**src/rtl/bdtackseq_if.sv**
```systemverilog
// Backplane and address-decoder signals of the DTACK sequencer.
// The slave modport is the sequencer's view of the bus.
interface bdtackseq_if;
  logic       SBSELECT;
  logic       SBREAD_n;
  logic       DTACK_REQ_n;
  logic       ABORT_CLR;
  logic       STROBE_EN;
  logic       RDLATCH;
  logic       DTACK_n;
  logic       BERR_n;
  logic       BUSY;
  logic [7:0] ABORT_CNT;

  modport master (
    output SBSELECT,
    output SBREAD_n,
    output DTACK_REQ_n,
    output ABORT_CLR,
    input  STROBE_EN,
    input  RDLATCH,
    input  DTACK_n,
    input  BERR_n,
    input  BUSY,
    input  ABORT_CNT
  );

  modport slave (
    input  SBSELECT,
    input  SBREAD_n,
    input  DTACK_REQ_n,
    input  ABORT_CLR,
    output STROBE_EN,
    output RDLATCH,
    output DTACK_n,
    output BERR_n,
    output BUSY,
    output ABORT_CNT
  );
endinterface

```
**src/rtl/bdtackseq.sv**
```systemverilog
// Backplane slave cycle sequencer: decode, setup, strobe, then DTACK/BERR.
// All outputs are registered from the next-state decode.
module bdtackseq #(
  parameter int SETUP_CYC   = 1,
  parameter int STROBE_CYC  = 3,
  parameter int TIMEOUT_CYC = 63
) (
  input logic        CCLK,
  input logic        RESET,
  bdtackseq_if.slave bus
);

  typedef enum logic [2:0] {
    IDLE,
    DECODE,
    SETUP,
    STROBE,
    ACK,
    ERR
  } state_t;

  localparam logic [3:0] SETUP_LAST  = 4'(SETUP_CYC - 1);
  localparam logic [3:0] STROBE_LAST = 4'(STROBE_CYC - 1);
  localparam logic [7:0] TMO_LAST    = 8'(TIMEOUT_CYC - 1);
  localparam state_t     AFTER_DEC   =
    (SETUP_CYC == 0) ? STROBE : SETUP;

  state_t     state_q, state_d;
  logic       sync1_q, sel_s_q;
  logic [3:0] cnt_q, cnt_d;
  logic [7:0] tmo_q, tmo_d;
  logic       rd_q, rd_d;
  logic       abort;

  logic       strobe_en_q, strobe_en_d;
  logic       rdlatch_q, rdlatch_d;
  logic       dtack_n_q, dtack_n_d;
  logic       berr_n_q, berr_n_d;
  logic       busy_q, busy_d;
  logic [7:0] abort_cnt_q, abort_cnt_d;

  always_ff @(posedge CCLK or posedge RESET) begin
    if (RESET) begin
      sync1_q <= 1'b0;
      sel_s_q <= 1'b0;
    end else begin
      sync1_q <= bus.SBSELECT;
      sel_s_q <= sync1_q;
    end
  end

  always_comb begin
    state_d = state_q;
    cnt_d   = cnt_q;
    tmo_d   = tmo_q;
    rd_d    = rd_q;
    abort   = 1'b0;
    unique case (state_q)
      IDLE: begin
        if (sel_s_q) begin
          state_d = DECODE;
          tmo_d   = '0;
        end
      end
      DECODE: begin
        if (!sel_s_q) begin
          state_d = IDLE;
        end else if (!bus.DTACK_REQ_n) begin
          state_d = AFTER_DEC;
          rd_d    = ~bus.SBREAD_n;
          cnt_d   = '0;
        end else if (tmo_q == TMO_LAST) begin
          state_d = ERR;
        end else begin
          tmo_d = tmo_q + 8'd1;
        end
      end
      SETUP: begin
        if (!sel_s_q) begin
          state_d = IDLE;
          abort   = 1'b1;
        end else if (cnt_q == SETUP_LAST) begin
          state_d = STROBE;
          cnt_d   = '0;
        end else begin
          cnt_d = cnt_q + 4'd1;
        end
      end
      STROBE: begin
        if (!sel_s_q) begin
          state_d = IDLE;
          abort   = 1'b1;
        end else if (cnt_q == STROBE_LAST) begin
          state_d = ACK;
          cnt_d   = '0;
        end else begin
          cnt_d = cnt_q + 4'd1;
        end
      end
      ACK: begin
        if (!sel_s_q) state_d = IDLE;
      end
      ERR: begin
        if (!sel_s_q) state_d = IDLE;
      end
      default: state_d = IDLE;
    endcase
  end

  // Clear wins over a same-edge abort; count sticks at 255.
  always_comb begin
    abort_cnt_d = abort_cnt_q;
    if (bus.ABORT_CLR) begin
      abort_cnt_d = '0;
    end else if (abort && abort_cnt_q != 8'hff) begin
      abort_cnt_d = abort_cnt_q + 8'd1;
    end
  end

  always_comb begin
    strobe_en_d = (state_d == STROBE);
    rdlatch_d   = (state_d == STROBE) &&
                  (cnt_d == STROBE_LAST) && rd_d;
    dtack_n_d   = (state_d != ACK);
    berr_n_d    = (state_d != ERR);
    busy_d      = (state_d != IDLE);
  end

  always_ff @(posedge CCLK or posedge RESET) begin
    if (RESET) begin
      state_q     <= IDLE;
      cnt_q       <= '0;
      tmo_q       <= '0;
      rd_q        <= 1'b0;
      strobe_en_q <= 1'b0;
      rdlatch_q   <= 1'b0;
      dtack_n_q   <= 1'b1;
      berr_n_q    <= 1'b1;
      busy_q      <= 1'b0;
      abort_cnt_q <= '0;
    end else begin
      state_q     <= state_d;
      cnt_q       <= cnt_d;
      tmo_q       <= tmo_d;
      rd_q        <= rd_d;
      strobe_en_q <= strobe_en_d;
      rdlatch_q   <= rdlatch_d;
      dtack_n_q   <= dtack_n_d;
      berr_n_q    <= berr_n_d;
      busy_q      <= busy_d;
      abort_cnt_q <= abort_cnt_d;
    end
  end

  assign bus.STROBE_EN = strobe_en_q;
  assign bus.RDLATCH   = rdlatch_q;
  assign bus.DTACK_n   = dtack_n_q;
  assign bus.BERR_n    = berr_n_q;
  assign bus.BUSY      = busy_q;
  assign bus.ABORT_CNT = abort_cnt_q;

endmodule

```
**src/flat_wrapper.sv**
```systemverilog
// flat-port wrapper written by rule: the top's interface ports become plain ports
module bdtackseq_flat 
#(
  parameter int SETUP_CYC   = 1,
  parameter int STROBE_CYC  = 3,
  parameter int TIMEOUT_CYC = 63
)
  (CCLK, RESET, bus_SBSELECT, bus_SBREAD_n, bus_DTACK_REQ_n, bus_ABORT_CLR, bus_STROBE_EN, bus_RDLATCH, bus_DTACK_n, bus_BERR_n, bus_BUSY, bus_ABORT_CNT);
  bdtackseq_if bus_i ();
  input logic CCLK;
  input logic RESET;
  input wire logic [$bits(bus_i.SBSELECT)-1:0] bus_SBSELECT;
  input wire logic [$bits(bus_i.SBREAD_n)-1:0] bus_SBREAD_n;
  input wire logic [$bits(bus_i.DTACK_REQ_n)-1:0] bus_DTACK_REQ_n;
  input wire logic [$bits(bus_i.ABORT_CLR)-1:0] bus_ABORT_CLR;
  output wire logic [$bits(bus_i.STROBE_EN)-1:0] bus_STROBE_EN;
  output wire logic [$bits(bus_i.RDLATCH)-1:0] bus_RDLATCH;
  output wire logic [$bits(bus_i.DTACK_n)-1:0] bus_DTACK_n;
  output wire logic [$bits(bus_i.BERR_n)-1:0] bus_BERR_n;
  output wire logic [$bits(bus_i.BUSY)-1:0] bus_BUSY;
  output wire logic [$bits(bus_i.ABORT_CNT)-1:0] bus_ABORT_CNT;
  assign bus_i.SBSELECT = bus_SBSELECT;
  assign bus_i.SBREAD_n = bus_SBREAD_n;
  assign bus_i.DTACK_REQ_n = bus_DTACK_REQ_n;
  assign bus_i.ABORT_CLR = bus_ABORT_CLR;
  assign bus_STROBE_EN = bus_i.STROBE_EN;
  assign bus_RDLATCH = bus_i.RDLATCH;
  assign bus_DTACK_n = bus_i.DTACK_n;
  assign bus_BERR_n = bus_i.BERR_n;
  assign bus_BUSY = bus_i.BUSY;
  assign bus_ABORT_CNT = bus_i.ABORT_CNT;
  bdtackseq #(.SETUP_CYC(SETUP_CYC), .STROBE_CYC(STROBE_CYC), .TIMEOUT_CYC(TIMEOUT_CYC)) u_core (.CCLK(CCLK), .RESET(RESET), .bus(bus_i));
endmodule
```
**config.mk**
```make
export PLATFORM = sky130hd
export DESIGN_NAME = bdtackseq_flat
export DESIGN_NICKNAME = d
export VERILOG_FILES = /design/src/rtl/bdtackseq_if.sv /design/src/rtl/bdtackseq.sv /design/src/flat_wrapper.sv
export SDC_FILE = /design/constraint.sdc
export NUM_CORES = 1
export LEC_CHECK = 0
export BUFFER_PORTS_ARGS = -buffer_cell sky130_fd_sc_hd__buf_2
export CORE_UTILIZATION = 45
export DETAILED_ROUTE_END_ITERATION = 6
export GPL_ROUTABILITY_DRIVEN = 0
export SYNTH_ARGS = -nofsm -noshare
export SYNTH_HDL_FRONTEND = slang
export SYNTH_SLANG_ARGS = --single-unit
```
**constraint.sdc**
```tcl
create_clock -name CCLK -period 3.7 [get_ports CCLK]
set_input_delay 0.185 -clock CCLK [delete_from_list [all_inputs] [get_ports CCLK]]
set_output_delay 0.185 -clock CCLK [all_outputs]
set_load 0.02 [all_outputs]
```
==> impl_metrics.ini, run 1 <==
[global_route]
use_met1_pct = 24.7
antenna_found_initial = 0
use_met2_pct = 27.9
grt_pass1_vias = 1202
grt_max_degree = 32
overflow = 0
use_met3_pct = 3.83
grt_pass1_wl_mm = 5.56
grt_usage_pct = 18.0
globalRoute.busiestLayer = met2

[floorplan]
core_mm2 = 0.00342
die_h_um = 62.5
die_w_um = 62.5
start_util_pct = 48.2
io-pin-count = 19
num_rows = 21
die_area_mm2 = 0.00390

[clocking]
numClockSinks = 31
clk_pin_slew_ns = 0.10
cts_buffers = 5
clk_path_buf_depth = 2
cts_tree = yes
cts_htree_levels = 2
clock-root-buffer = clkbuf_4
insertion_delay_ns = 0.32

[placed_design]
port_buffers = 18
post-dp-hpwl_mm = 2.20

[power]
p_leak_nw = 0.843
ir_drop_uv = 263
power.density_mw_per_mm2 = 455

[drt]
drtAntennaViolNets = 0
drc = 0
num_vias = 1212
drt_iter0_drc = 49
wirelength_mm = 3.06
wl_per_cell_um = 13.0
first_pass_iters = 4
routed_via_density = 5.14

[final_layout]
filler_cell_count = 328
antenna-diode-count = 0
area_delta_synth_final_pct = 12.8
fin_nets = 202
layout_commonest_cell = dfrtp_1
drive_gt1_share_pct = 18.9
final_cell_mix = dfrtp_1 (29), nor2_1 (20), buf_2 (18)

[synthesis]
ys_warn_count = 0
synth_ff_type = dfrtp_1
postSynthAreaPerCell_um2 = 9.85
synth_edf_count = 0
syn_nets = 180
netlist.area_leader.share_pct = 44.1
seq_area_frac_synth_pct = 47.3
ys_ff_latch = 31
synth_top_area_cell = dfrtp_1
synth_cell_types = 47
synth_area_leaders = dfrtp_1 (44%), ha_1 (5.3%), nor2_1 (4.6%)
syn_area_mm2 = 0.00165
async_flop_share_pct = 100
synthCells = 167

[timing]
setup_viol_count_final = 0
tightest_slew_ns = 1.16
hold-worst-slack_ns = 0.0765
fin_tns_setup_ns = 0
finalCriticalPeriod_ns = 2.15
max_freq_mhz = 464
rsz0062_at_grt = no
fin_crit_sh_pct = 58.2
worst_slew_margin_rel_pct = 21.5
slew_violations = 0
fin_worst_skew_ns = 0.00744
final_hold_viol_count = 0

[critical_path]
critPathLaunchType = flop
crit_type = flop to flop
rrSetupSlack_ns = 1.55
end_kind = flop
timing.critical_path.required_ns = 3.92
cp_max_fo = 11
cp_data_arrival_time_ns = 2.37

[outcome]
status = completed

[run]
cap_violations = 0

[hold_path]
hold_path.class = input port to flop
[per-layer routing]
layer | up-vias | wire [um]
met1 | 561 | 1560
met4 | 0 | 41
met3 | 4 | 99
li1 | 626 | -
met2 | 21 | 1360
met5 | - | 0
[worst max-delay path: stages, from the launching register on]
cell      delay (ns)
dfrtp_1         0.42
ha_1            0.21
nand3_1         0.09
o311ai_1        0.95
nor3_1          0.15
xnor2_1         0.18
nor2_1          0.05
[sequential cells by signal, summed over array words and instances (netlist names)]
name,count
u_core.bus.ABORT_CNT,8
u_core.tmo_q,8
u_core.cnt_q,4
u_core.state_q,3
u_core.bus.BERR_n,1
u_core.bus.BUSY,1
u_core.bus.DTACK_n,1
u_core.bus.RDLATCH,1
u_core.bus.STROBE_EN,1
u_core.rd_q,1
u_core.sel_s_q,1
u_core.sync1_q,1
[stage by stage]
| step | power, mW | setup slack, ns | util (%) | cell area, um^2 | instances |
|---|---|---|---|---|---|
| global placement | 0.620 | 1.68 | 51.6 | 1760 | 226 |
| global route | 0.908 | 1.24 | 54.3 | 1860 | 236 |
| detailed placement | 0.625 | 1.54 | 51.6 | 1760 | 226 |
| CTS | 0.858 | 1.52 | 54.3 | 1860 | 236 |
| floorplan | 0.577 | 1.97 | - | 1650 | 167 |
| finish | 0.845 | 1.55 | 54.3 | 1860 | 236 |
[synth_stat cells, types with 2 or more instances]
| master | count |
|---|---|
| dfrtp_1 | 29 |
| nor2_1 | 20 |
| nand2_1 | 13 |
| inv_1 | 10 |
| xnor2_1 | 8 |
| ha_1 | 7 |
| nor3_1 | 7 |
| a21oi_1 | 6 |
| nand3_1 | 6 |
| o21ai_0 | 5 |
| nand4_1 | 4 |
| or3_1 | 4 |
| buf_2 | 3 |
| nand2b_1 | 3 |
| a21o_1 | 2 |
| a22o_1 | 2 |
| and2_1 | 2 |
| and2b_1 | 2 |
| dfstp_2 | 2 |
| nor3b_1 | 2 |
| nor4_2 | 2 |
| o21ai_1 | 2 |
| or3b_1 | 2 |
[report_power, final]
group	internal [mW]	switching (mW)	total, mW
Sequential	0.372	0.0475	0.419
Combinational	0.0863	0.112	0.198
Clock	0.111	0.116	0.227
[area by class of cell]
type / instances / area [um^2] / area share, %
Timing Repair Buffer: 21 / 118 / 6.34
Clock inverter: 1 / 7.51 / 0.405
Tap cell: 46 / 57.6 / 3.10
Clock buffer: 7 / 65.1 / 3.51
Multi-Input combinational cell: 120 / 792 / 42.7
Inverter: 10 / 37.5 / 2.02
Sequential cell: 31 / 778 / 41.9
[path summary, 6_finish.rpt]
kind | startpoint | to | cells after the start
min in group asynchronous | RESET | u_core.bus.STROBE_EN | 4
worst min register to register | u_core.sync1_q | u_core.sel_s_q | 0
worst max register to register | u_core.bus.ABORT_CNT[0] | u_core.bus.ABORT_CNT[5] | 6
worst min-delay path | bus_SBREAD_n | u_core.rd_q | 2
worst max-delay path | u_core.bus.ABORT_CNT[0] | u_core.bus.ABORT_CNT[5] | 6
max in group asynchronous | RESET | u_core.bus.BERR_n | 4
[repair_timing]
action / in CTS / in global routing
hold buffers: 2 / 0
hold endpoints to repair: 30 / 0
buffers inserted: 0 / 0
gates resized for setup: 0 / 0
[kinds of logic (layout without fill, tap and decap cells)]
family                   Yosys count  count (layout)  share of synthesized area (%)
AND/OR/NAND/NOR                   75              75                           25.6
flip-flops                        31              31                           47.3
AO/OA/AOI/OAI                     27              27                           11.2
buffers and inverters             16              39                           4.56
XOR/XNOR                           9               9                           4.79
adder cells (fa/ha/maj)            7               7                           5.32
multiplexers                       2               2                           1.29
(Power assumes the default switching activity.)
==> run 2: changes to the inputs <==
==> constraint.sdc (replaced) <==
create_clock -name CCLK -period 2.16 [get_ports CCLK]
set_input_delay 0.108 -clock CCLK [delete_from_list [all_inputs] [get_ports CCLK]]
set_output_delay 0.108 -clock CCLK [all_outputs]
set_load 0.02 [all_outputs]
==> run 2 against run 1 <==
  * Critical path depth up 1
  * Power up 78%
  * Largest cell class unchanged
  * Die area unchanged
  * Hold slack worse by 0.037 ns
  * Clock-buffer cell count unchanged
  * Worst setup slack worse by 1.3 ns
  * Via count up 4.8%
  * Sequential power up 72%
  * Fmax up 12%
  * Combinational power up 79%
  * Clock skew about the same
==> impl_metrics.ini, run 2 (same netlist as run 1, synthesis figures left out) <==
[outcome]
status = completed

[placed_design]
place_area_mm2 = 0.00178
post-dp-hpwl_mm = 2.28
port_buffers = 18
dp_slack_ns = 0.0221

[floorplan]
io-pin-count = 19
die_h_um = 62.5
die_area_mm2 = 0.00390
start_util_pct = 48.2
die_w_um = 62.5
num_rows = 21
core_mm2 = 0.00342

[clocking]
clock-root-buffer = clkbuf_4
cts_buffers = 5
clk_path_buf_depth = 2
cts_tree = yes
insertion_delay_ns = 0.32
clk_pin_slew_ns = 0.09
post-cts-setup-buffers = 0
cts_htree_levels = 2
numClockSinks = 31

[global_route]
grt_usage_pct = 18.5
grt_pass1_vias = 1244
grt_max_degree = 20
overflow = 0
grt_pass1_wl_mm = 5.62
antenna_found_initial = 0

[timing]
setup_viol_count_final = 0
final_hold_viol_count = 0
worst_slew_margin_rel_pct = 51.0
fin_crit_sh_pct = 88.9
fin_worst_skew_ns = 0.00711
slew_violations = 0
fin_tns_setup_ns = 0
tightest_slew_ns = 0.734
max_freq_mhz = 521
setup_slack_ns = 0.239
rsz0062_at_grt = no
finalCriticalPeriod_ns = 1.92

[critical_path]
cp-startpoint = u_core.cnt_q[0]
timing.critical_path.required_ns = 2.39
cp_data_arrival_time_ns = 2.15
rr_startpoint = u_core.cnt_q[0]
end_kind = flop
cp_max_fo = 6
crit_type = flop to flop
critPathLaunchType = flop

[drt]
drc = 0
drt_iter0_drc = 40
wirelength_mm = 3.10
wl_per_cell_um = 13.0
routed_via_density = 5.31
first_pass_iters = 4
drtAntennaViolNets = 0
num_vias = 1270

[run]
cap_violations = 0

[power]
ir_drop_uv = 489
power.density_mw_per_mm2 = 794
p_leak_nw = 0.859

[final_layout]
final_cell_mix = dfrtp_1 (29), nor2_1 (20), buf_2 (18)
antenna-diode-count = 0
layout_commonest_cell = dfrtp_1
final_cell_area_mm2 = 0.00189
area_delta_synth_final_pct = 14.9
drive_gt1_share_pct = 19.2
fin_nets = 205

[hold_path]
hold_path.class = input port to flop
worstHoldStart = bus_ABORT_CLR
==> run 2: cell count changes in the layout (fill, tap and decap cells not counted) <==
cell,before,now
buf_4,1,3
bufinv_16,0,1
clkbuf_1,0,2
clkbuf_8,2,0
clkinvlp_4,1,0
dlygate4sd3_1,2,3
o311ai_1,1,0
o311ai_2,0,1
==> run 2: where the power goes <==
| group | leakage [nW] | switching, mW | total, mW | internal (mW) |
|---|---|---|---|---|
| registers | 0.413 | 0.0837 | 0.721 | 0.637 |
| clock network | 0.0395 | 0.180 | 0.426 | 0.245 |
| logic | 0.407 | 0.197 | 0.354 | 0.157 |
| total | 0.859 | 0.461 | 1.50 | 1.04 |
==> run 2: worst paths after layout <==
| kind | to | slack [ns] | depth (start not counted) |
|---|---|---|---|
| min in group asynchronous | u_core.tmo_q[3] | 0.42 | 3 |
| worst max register to register | u_core.bus.RDLATCH | 0.24 | 7 |
| worst min-delay path | u_core.bus.ABORT_CNT[5] | 0.04 | 2 |
| worst max-delay path | u_core.bus.RDLATCH | 0.24 | 7 |
| worst min register to register | u_core.sel_s_q | 0.36 | 0 |
| max in group asynchronous | u_core.bus.ABORT_CNT[3] | 1.10 | 4 |
==> run 2: worst max-delay path, stage by stage (launching register included) <==
cell and delay (ns):
dfrtp_1 0.45, inv_1 0.11, ha_1 0.16, or3b_1 0.34, a21boi_1 0.15, a311oi_1 0.08, or2_1 0.29, nor4b_2 0.26
==> run 2: per-layer routing <==
metal	wire, um	track usage (%)	up-vias
met3	113	4.74	4
met4	56	8.72	0
li1	-	-	633
met1	1510	23.8	610
met2	1420	28.9	23
met5	0	0	-
==> run 2: per-stage QoR <==
step | util [%] | power (mW) | std cells | hold slack [ns]
finish | 55.3 | 1.50 | 239 | 0.0391
global route | 55.3 | 1.61 | 239 | 0.0269
CTS | 55.1 | 1.52 | 239 | 0.0163
detailed placement | 52.1 | 1.08 | 228 | 0.217
global placement | 52.1 | 1.07 | 228 | 0.220
floorplan | - | 0.988 | 167 | 0.139
==> run 2: area by class of cell <==
class | instances | area (um^2)
clock buffer | 7 | 45.0
clock inverter | 1 | 30.0
fill | 332 | 1530
inverter | 10 | 37.5
multi-input combinational | 120 | 800
sequential | 31 | 778
tap | 46 | 57.6
timing repair buffer | 24 | 143
==> run 2: what timing repair did <==
item / in CTS / in global routing
hold buffers: 3 / 0
endpoints found under the hold margin: 18 / 0
gates resized for setup: 0 / 1
setup endpoints to repair: 0 / 8
==> run 3: changes to the inputs <==
--- a/config.mk
+++ b/config.mk
@@ -8,7 +8,7 @@
 export BUFFER_PORTS_ARGS = -buffer_cell sky130_fd_sc_hd__buf_2
 export CORE_UTILIZATION = 45
 export DETAILED_ROUTE_END_ITERATION = 6
-export GPL_ROUTABILITY_DRIVEN = 0
+export PLACE_DENSITY_LB_ADDON = 0.08
 export SYNTH_ARGS = -nofsm -noshare
 export SYNTH_HDL_FRONTEND = slang
 export SYNTH_SLANG_ARGS = --single-unit
==> run 3 against run 2 <==
  * Wire length is 3.7% higher
  * Non-clock buffer count unchanged
  * Final cell count unchanged
  * Critical path depth unchanged
  * Via count grew 0.71%
  * Clock skew rose by 0.0044 ns
  * Critical endpoint is now u_core.tmo_q[4]
  * Largest cell class unchanged
==> impl_metrics.ini, run 3 (same netlist as run 1, synthesis figures left out) <==
[run]
cap_violations = 0

[drt]
drt_iter0_drc = 54
num_vias = 1279
drc = 0
wl_per_cell_um = 13.4
first_pass_iters = 4
drtAntennaViolNets = 0
routed_via_density = 5.35
wirelength_mm = 3.21

[power]
p_int_mw = 0.917
combPwrFrac_pct = 25.2
ir_drop_uv = 439
swShare_pct = 34.4
pwr-share-clk_pct = 23.5
power.density_mw_per_mm2 = 751
p_leak_nw = 0.847
total_power_mw = 1.40
power_switching_mw = 0.481
seq_power_share_pct = 51.4

[timing]
final_hold_viol_count = 0
fin_worst_skew_ns = 0.0115
fin_crit_sh_pct = 90.0
max_freq_mhz = 515
slew_violations = 0
tightest_slew_ns = 0.777
finalCriticalPeriod_ns = 1.94
fin_tns_setup_ns = 0
rsz0062_at_grt = no
worst_slew_margin_rel_pct = 48.1
setup_viol_count_final = 0

[critical_path]
timing.critical_path.required_ns = 2.39
cp_max_fo = 11
end_kind = flop
cp_data_arrival_time_ns = 2.17
crit_type = flop to flop
cp-startpoint = u_core.tmo_q[0]
rrSetupSlack_ns = 0.22
critPathLaunchType = flop
rr_startpoint = u_core.tmo_q[0]

[global_route]
antenna_found_initial = 0
grt_usage_pct = 18.3
grt_max_degree = 18
grt_pass1_wl_mm = 5.50
overflow = 0
grt_pass1_vias = 1220

[floorplan]
start_util_pct = 48.2
die_w_um = 62.5
io-pin-count = 19
die_area_mm2 = 0.00390
core_mm2 = 0.00342
die_h_um = 62.5
num_rows = 21

[clocking]
clock-root-buffer = clkbuf_4
cts_tree = yes
clk_pin_slew_ns = 0.10
cts_buffers = 5
numClockSinks = 31
clk_path_buf_depth = 2
cts_resized = 0
insertion_delay_ns = 0.34
cts_htree_levels = 2

[final_layout]
drive_gt1_share_pct = 19.2
area_delta_synth_final_pct = 13.2
fin_nets = 205
antenna-diode-count = 0
final_cell_mix = dfrtp_1 (29), nor2_1 (20), buf_2 (18)
final_cell_area_mm2 = 0.00186
layout_commonest_cell = dfrtp_1

[hold_path]
worstHoldStart = bus_ABORT_CLR
hold_path.class = input port to flop

[placed_design]
place_area_mm2 = 0.00178
port_buffers = 18
post-dp-hpwl_mm = 2.26
place.gp.congestion = 0.788

[outcome]
status = completed
## run 3: changes by cell type in the layout (fill, tap and decap cells not counted)
cell        previous run  this run
o311ai_2               1         0
clkinv_2               0         1
clkinvlp_4             0         1
bufinv_16              1         0
clkbuf_1               2         1
o311ai_1               0         1
## run 3: worst max-delay path: stages (launching register included)
cell       delay [ns]
dfrtp_1          0.44
inv_1            0.08
ha_1             0.16
nand4bb_1        0.11
o2111ai_1        0.66
nor3_1           0.14
xnor2_1          0.20
nor2_1           0.06
## run 3: per-stage QoR
step | hold WS [ns] | cells | setup slack, ns | utilization, %
final | 0.0208 | 239 | 0.217 | 54.5
after detailed placement | 0.221 | 228 | 0.222 | 52.1
after floorplan | 0.139 | 167 | 0.433 | -
after global placement | 0.219 | 228 | 0.237 | 52.1
after CTS | 0.00951 | 239 | 0.203 | 54.5
after global routing | 0.0154 | 239 | 0.0153 | 54.5
## run 3: power by group through the flow
stage	combinational, mW	clock [mW]	sequential, mW
CTS	0.354	0.341	0.718
floorplan	0.281	0	0.708
finish	0.352	0.328	0.718
global route	0.399	0.369	0.733
detailed placement	0.346	0	0.727
global placement	0.348	0	0.729
## run 3: what timing repair did
| action | in CTS | in global routing |
|---|---|---|
| setup buffers | 0 | 0 |
| hold buffers | 3 | 0 |
| endpoints found under the hold margin | 16 | 0 |
| endpoints found under the setup margin | 0 | 0 |
## run 3: worst paths after layout
path                                            to  cells after the start
setup / recovery                   u_core.tmo_q[4]                      7
hold / removal             u_core.bus.ABORT_CNT[3]                      2
setup reg to reg                   u_core.tmo_q[4]                      7
hold reg to reg                     u_core.sel_s_q                      0
max in group asynchronous          u_core.tmo_q[4]                      4
min in group asynchronous     u_core.bus.STROBE_EN                      3
## run 3: cell type report
cell class	instances	area (um^2)
Multi-Input combinational cell	120	792
Clock buffer	6	41.3
Tap cell	46	57.6
Inverter	10	37.5
Sequential cell	31	778
Fill cell	322	1550
Timing Repair Buffer	24	143
Clock inverter	2	12.5
## run 3: metal layers
layer | track usage, % | wire [um] | vias to the layer above
li1 | - | - | 635
met1 | 23.0 | 1550 | 622
met2 | 29.5 | 1520 | 17
met3 | 4.93 | 95 | 5
met4 | 7.85 | 46 | 0
met5 | 0 | 0 | -
